<file path="src/rtl/debounce_pkg.sv">
// rtl/debounce_pkg.sv - shared FSM encodings and default sizing for the debounce input stage
package debounce_pkg;

  localparam logic [1:0] S_LOW       = 2'd0;
  localparam logic [1:0] S_WAIT_HIGH = 2'd1;
  localparam logic [1:0] S_HIGH      = 2'd2;
  localparam logic [1:0] S_WAIT_LOW  = 2'd3;

  localparam int DEFAULT_SYNC_STAGES     = 2;
  localparam int DEFAULT_DEBOUNCE_CYCLES = 50000;

endpackage

</file>
<file path="src/rtl/sync_chain.sv">
// rtl/sync_chain.sv - parameterised multi-flop synchroniser, async reset to 0
module sync_chain #(
  parameter int STAGES = 2
) (
  input  logic clk,
  input  logic rst,
  input  logic d,
  output logic q
);

  logic [STAGES-1:0] sync_q;
  logic [STAGES-1:0] sync_d;

  always_comb begin
    sync_d = {sync_q[STAGES-2:0], d};
  end

  always_ff @(posedge clk or posedge rst) begin
    if (rst) begin
      sync_q <= '0;
    end else begin
      sync_q <= sync_d;
    end
  end

  assign q = sync_q[STAGES-1];

endmodule

</file>
<file path="src/rtl/debounce_sync.sv">
// rtl/debounce_sync.sv - synchronise and debounce a raw level; edge pulses under DEBOUNCE_SYNC_EDGE_EN
module debounce_sync
  import debounce_pkg::*;
#(
  parameter int SYNC_STAGES     = DEFAULT_SYNC_STAGES,
  parameter int DEBOUNCE_CYCLES = DEFAULT_DEBOUNCE_CYCLES,
  parameter int CNT_WIDTH       = 16
) (
  input  logic clk,
  input  logic rst,
  input  logic din,
  output logic dout,
  output logic rise_pulse,
  output logic fall_pulse,
  output logic busy
);

  localparam logic [CNT_WIDTH-1:0] CNT_MAX = CNT_WIDTH'(DEBOUNCE_CYCLES - 1);

  logic                 sync;
  logic [1:0]           state_q, state_d;
  logic [CNT_WIDTH-1:0] cnt_q, cnt_d;
  logic                 dout_q, dout_d;
  logic                 busy_q, busy_d;

  sync_chain #(
    .STAGES(SYNC_STAGES)
  ) u_sync (
    .clk(clk),
    .rst(rst),
    .d  (din),
    .q  (sync)
  );

  always_ff @(posedge clk or posedge rst) begin
    if (rst) begin
      state_q <= S_LOW;
      cnt_q   <= '0;
      dout_q  <= 1'b0;
      busy_q  <= 1'b0;
    end else begin
      state_q <= state_d;
      cnt_q   <= cnt_d;
      dout_q  <= dout_d;
      busy_q  <= busy_d;
    end
  end

  // Counter saturates at CNT_MAX by construction: reaching it always leaves the WAIT state.
  always_comb begin
    state_d = state_q;
    cnt_d   = cnt_q;
    case (state_q)
      S_LOW: begin
        if (sync) begin
          state_d = S_WAIT_HIGH;
          cnt_d   = '0;
        end
      end
      S_WAIT_HIGH: begin
        if (!sync) begin
          state_d = S_LOW;
          cnt_d   = '0;
        end else if (cnt_q == CNT_MAX) begin
          state_d = S_HIGH;
          cnt_d   = '0;
        end else begin
          cnt_d = cnt_q + CNT_WIDTH'(1);
        end
      end
      S_HIGH: begin
        if (!sync) begin
          state_d = S_WAIT_LOW;
          cnt_d   = '0;
        end
      end
      S_WAIT_LOW: begin
        if (sync) begin
          state_d = S_HIGH;
          cnt_d   = '0;
        end else if (cnt_q == CNT_MAX) begin
          state_d = S_LOW;
          cnt_d   = '0;
        end else begin
          cnt_d = cnt_q + CNT_WIDTH'(1);
        end
      end
      default: begin
        state_d = S_LOW;
        cnt_d   = '0;
      end
    endcase
  end

  // The accepted level is high in S_HIGH and while a fall is still being qualified.
  always_comb begin
    dout_d = (state_d == S_HIGH) || (state_d == S_WAIT_LOW);
    busy_d = (state_d == S_WAIT_HIGH) || (state_d == S_WAIT_LOW);
  end

  assign dout = dout_q;
  assign busy = busy_q;

`ifdef DEBOUNCE_SYNC_EDGE_EN
  logic rise_q, rise_d;
  logic fall_q, fall_d;

  always_comb begin
    rise_d = (state_q == S_WAIT_HIGH) && (state_d == S_HIGH);
    fall_d = (state_q == S_WAIT_LOW) && (state_d == S_LOW);
  end

  always_ff @(posedge clk or posedge rst) begin
    if (rst) begin
      rise_q <= 1'b0;
      fall_q <= 1'b0;
    end else begin
      rise_q <= rise_d;
      fall_q <= fall_d;
    end
  end

  assign rise_pulse = rise_q;
  assign fall_pulse = fall_q;
`else
  assign rise_pulse = 1'b0;
  assign fall_pulse = 1'b0;
`endif

endmodule

</file>
<file path="config.mk">
export PLATFORM = sky130hd
export DESIGN_NAME = debounce_sync
export DESIGN_NICKNAME = d
export VERILOG_FILES = /design/src/rtl/debounce_pkg.sv /design/src/rtl/sync_chain.sv /design/src/rtl/debounce_sync.sv
export SDC_FILE = /design/constraint.sdc
export NUM_CORES = 1
export LEC_CHECK = 0
export ABC_AREA = 0
export CORE_AREA = 4 4 50 52
export DETAILED_ROUTE_END_ITERATION = 8
export DIE_AREA = 0 0 54 56
export PLACE_DENSITY = 0.73
export SLEW_MARGIN = 20
export SYNTH_ARGS = -nofsm -noshare
export SYNTH_HDL_FRONTEND = slang
export SYNTH_SLANG_ARGS = --single-unit
</file>
<file path="constraint.sdc">
create_clock -name clk -period 2.42 [get_ports clk]
set_clock_uncertainty 0.2 [all_clocks]
set_input_delay 0.484 -clock clk [delete_from_list [all_inputs] [get_ports clk]]
set_output_delay 0.484 -clock clk [all_outputs]
set_load 0.01 [all_outputs]
</file>
# [Yosys cells after proc, flatten, opt, wreduce, memory -nomap -nowiden]
# Cells that the tools add are included.
[classes] addsub=1 mul=0 n_div=0 order_cmp=0 eq_ne=9 shifts=0 muxes=13 n_bitwise=0 n_reduce_logical=4
[op_table] op="16-bit two-way mux" n=5
[op_table] op="16-bit one-hot mux with 4 select lines" n=1
[op_table] op="16-bit by 1-bit adder with 16-bit output (second input constant)" n=1
[op_table] op="16-bit == test (second input constant)" n=1
[op_table] op="2-bit two-way mux" n=6
[op_table] op="2-bit == test (second input constant)" n=4
[op_table] op="2-bit one-hot mux with 4 select lines" n=1
[op_table] op="2-bit by 1-bit == test with 1-bit output (second input constant)" n=2
[op_table] op="2-bit logical NOT" n=1
[op_table] op="1-bit logical OR" n=2
[op_table] op="2-bit by 1-bit != test with 1-bit output (second input constant)" n=1
[op_table] op="2-bit != test (second input constant)" n=1
[op_table] op="2-bit AND reduction" n=1
[totals] regBits=22 latch_bits=0 mem_bits_rw=0 mem_bits_ro=0 output_inout_bits=4 mem_count=0

# [Longest topological paths before layout]
[depth] depth_word=6 ltp_mapped=7 depth_no_buf=6

# [Modules after synthesis]
# From an unflattened synthesis, not the netlist that was laid out.
[unflattened] cells_unflattened=105 hier_area_um2=1094.8
[modules_own_cells] mod="debounce_sync" n_inst=1 cells_each=102 area_per_inst_um2=1041.0 seq_area_each_um2=475.5
[modules_own_cells] mod="sync_chain" n_inst=1 cells_each=3 area_per_inst_um2=53.8 seq_area_each_um2=50.0

# [Worst setup path after synthesis]
# OpenSTA, ideal clock, no wires.
[synth_timing] kind="flip-flop to flip-flop" start="register cnt_q[10]" end="register cnt_q[1]" arrival_ns=1.490 slack_ns=0.609 path_stages_with_launch=7 cell_sequence="dfrtp_1 -> nor4b_2 -> nand4_1 -> o21ba_1 -> buf_6 -> buf_8 -> a22o_1"
[synth_between] elab_chain_cells=4
[synth_rtl] item="start: declaration" line_no="debounce_sync.sv:22" text="logic [CNT_WIDTH-1:0] cnt_q, cnt_d;"
[synth_rtl] item="start signal: assignment" line_no="debounce_sync.sv:43" text="cnt_q <= cnt_d;"
[synth_rtl] item="16-bit == test *" line_no="debounce_sync.sv:64, debounce_sync.sv:81"
[synth_rtl] item="16-bit two-way mux *" line_no="debounce_sync.sv:64, debounce_sync.sv:81"
[synth_rtl] item="16-bit two-way mux, on equally long branches" line_no="debounce_sync.sv:78, debounce_sync.sv:61"
[synth_rtl] item="16-bit one-hot mux with 4 select lines *" line_no="debounce_sync.sv:53" text="case (state_q)"
# Mark *: on every way between the ends. The rest lies on a longest branch, timed or not.
# A chain may end at the register's enable or synchronous reset.

# [Worst setup path in the final report]
[layout_timing] start="register cnt_q[10]" end="register cnt_q[5]"
# Same word-level chain as after synthesis.

==> impl_metrics.json <==
{
  "drive_above_1_share": 0.100,
  "crit_top_cell": "a21o_1",
  "clkTransAtPathRegs_ps": 120,
  "start_util": 0.529,
  "dp_hpwl_um": 1540,
  "yosys.area_share.simple": 0.227,
  "fin_ws_ps": 382,
  "cts_resized": 0,
  "slew_headroom": 0.608,
  "clock-sinks": 21,
  "design_area_sq_um": 1180,
  "cts_tree": "done",
  "setup_viol": 0,
  "synth_warnings": 0,
  "worstSetupEndpointType": "flop",
  "fill_cells": 189,
  "final-max-slew-violation-count": 0,
  "nNetsFinal": 125,
  "final_cell_mix": "21 x dfrtp_1, 16 x nand2_1, 10 x a31oi_1",
  "drc_errors": 0,
  "hold_path.class": "reg2reg",
  "setup_tns_ps": 0,
  "grt_max_degree": 22,
  "hold_violations": 0,
  "postCtsSetupBuffers": 0,
  "grt_pass1_wl_um": 3820,
  "placed_area_sq_um": 1150,
  "max_freq_ghz": 0.491,
  "slowest_delay_ps": 450,
  "die_h_um": 56,
  "cts_buffers": 3,
  "path_cells": "nor4b_2, nand4_1, o21ba_1, a21o_1, a21o_1",
  "grt_pass1_vias": 844,
  "gr-total-overflow": 0,
  "worst_slew_pin_slew_ps": 588,
  "core_area_sq_um": 2110,
  "rsz0062_at_grt": "false",
  "syn_area_sq_um": 1110,
  "ant_nets": 0,
  "synth.avg_cell_area_sq_um": 9.61,
  "hold_slack_ps": 161,
  "gp_congestion": 0.851,
  "dr.pass1.iters": 4,
  "crit_buf_inv": 0,
  "wirelength_um": 2150,
  "outcome": "finished, final reports clean",
  "cp_top_family": "compound AO/OA/AOI/OAI gates",
  "synth.area.mux_share": 0.0202,
  "p_leak_nw": 0.521,
  "startpoint_type": "flop",
  "antenna_found_initial": 0,
  "io_pins": 7,
  "syn2layout_area_growth_pct": 5.50,
  "power_density_nw_per_um2": 489,
  "root_buffer": "clkbuf_4",
  "synthAdderAreaFrac": 0.0112,
  "synth.distinct_cells": 36,
  "synth_top_family_by_area": "simple AND/OR/NAND/NOR gates",
  "cp_slowest_cell": "dfrtp_1",
  "routedWlPerCell_um": 14.5,
  "cp.required_ps": 2440,
  "worstPathMaxFanout": 18,
  "io_buffers": 4,
  "final_common_cell": "dfrtp_1",
  "period_share": 0.842,
  "h-tree-depth": 1,
  "crit_type": "reg2reg",
  "peakVddDrop_mv": 0.420,
  "ctsHoldBuffers": 0,
  "drv_cap": 0,
  "rows": 17,
  "track_usage": 0.169,
  "pre_cts_slack_ps": 391,
  "crit_arrival_ps": 2060,
  "synth_compound_area_frac": 0.185,
  "vias": 878,
  "synth_xor_area_frac": 0.0224,
  "synth_seq_cells": 21,
  "die_w_um": 54,
  "netlist_instances": 116,
  "cts_buffer_depth": 2,
  "via_per_inst": 5.93,
  "yosysSeqAreaShare": 0.471,
  "drt_iter0_markers": 26,
  "diodes": 0,
  "period_needed_ps": 2040,
  "clk_latency_ps": 310,
  "dieArea_sq_um": 3020
}
per-layer routing:
metal / vias up / GRT usage / wire (um)
li1: 432 / - / -
met1: 430 / 0.244 / 1080
met2: 12 / 0.246 / 987
met3: 4 / 0.0322 / 58
met4: 0 / 0.0641 / 29
met5: - / 0 / 0
sequential cells by signal, summed over array words and instances, names as in the netlist:
name and flops:
cnt_q 16, u_sync.sync_q 2, busy 1, dout 1, state_q 1
Yosys cell counts:
master,count,area share
dfrtp_1,21,0.47
nand2_1,16,0.054
a31oi_1,10,0.056
a21oi_1,6,0.027
o21ai_0,6,0.027
nand3_1,5,0.022
nand4_1,5,0.028
inv_1,4,0.013
nor2_1,4,0.013
a21o_1,3,0.020
and2_1,3,0.017
and3_1,3,0.017
buf_2,2,0.0090
buf_4,2,0.013
mux2_2,2,0.020
nor3_1,2,0.0090
nor4_1,2,0.011
or3_1,2,0.011
a22o_1,1,0.0079
a31o_2,1,0.0079
a41oi_1,1,0.0079
and4_1,1,0.0079
buf_6,1,0.010
buf_8,1,0.013
conb_1,1,0.0034
ha_1,1,0.011
nand2b_1,1,0.0056
nor4_2,1,0.011
nor4b_2,1,0.013
o21ai_1,1,0.0045
o21ba_1,1,0.0090
o21bai_2,1,0.010
o31a_1,1,0.0079
or2_2,1,0.0056
xor2_1,1,0.0079
xor2_2,1,0.015
stage by stage:
stage          utilization  power (mW)  cells
2_1_floorplan            -       0.403    117
3_3_place_gp         0.546       0.409    144
3_5_place_dp         0.546       0.410    144
4_1_cts              0.559       0.581    148
5_1_grt              0.559       0.600    148
6_report             0.559       0.575    148
kinds of logic after synthesis:
family	count (synthesis)
adders and majority gates	1
muxes	2
DFF	21
other	1
buffers and inverters	10
and+or+nand+nor	47
AOI/OAI and AO/OA	32
xor gates and xnor gates	2
report_power, final:
| part | internal [mW] | switching [mW] |
|---|---|---|
| clock | 0.0645 | 0.108 |
| combinational | 0.0152 | 0.0266 |
| sequential | 0.356 | 0.00505 |
path summary, 6_finish.rpt:
path / slack [ps] / startpoint / cells after the start / end
hold reg to reg: 160 / u_sync.sync_q[0] / 0 / u_sync.sync_q[1]
setup reg to reg: 380 / cnt_q[10] / 5 / cnt_q[5]
hold / removal: 160 / u_sync.sync_q[0] / 0 / u_sync.sync_q[1]
max in group asynchronous: 1520 / rst / 3 / cnt_q[1]
setup / recovery: 380 / cnt_q[10] / 5 / cnt_q[5]
min in group asynchronous: 290 / rst / 3 / dout
layout make-up:
class	count	area, sq um	area share
Tap cell	28	35.0	0.0298
Sequential cell	21	526	0.447
Inverter	4	15.0	0.0128
Multi-Input combinational cell	86	527	0.448
Timing Repair Buffer	5	47.5	0.0404
Clock buffer	4	26.3	0.0223
worst reg2reg max path, cell delays in order, from the launching register on:
cell and delay [ps]:
dfrtp_1 450, nor4b_2 290, nand4_1 190, o21ba_1 420, a21o_1 240, a21o_1 160
(Power assumes the default switching activity.)
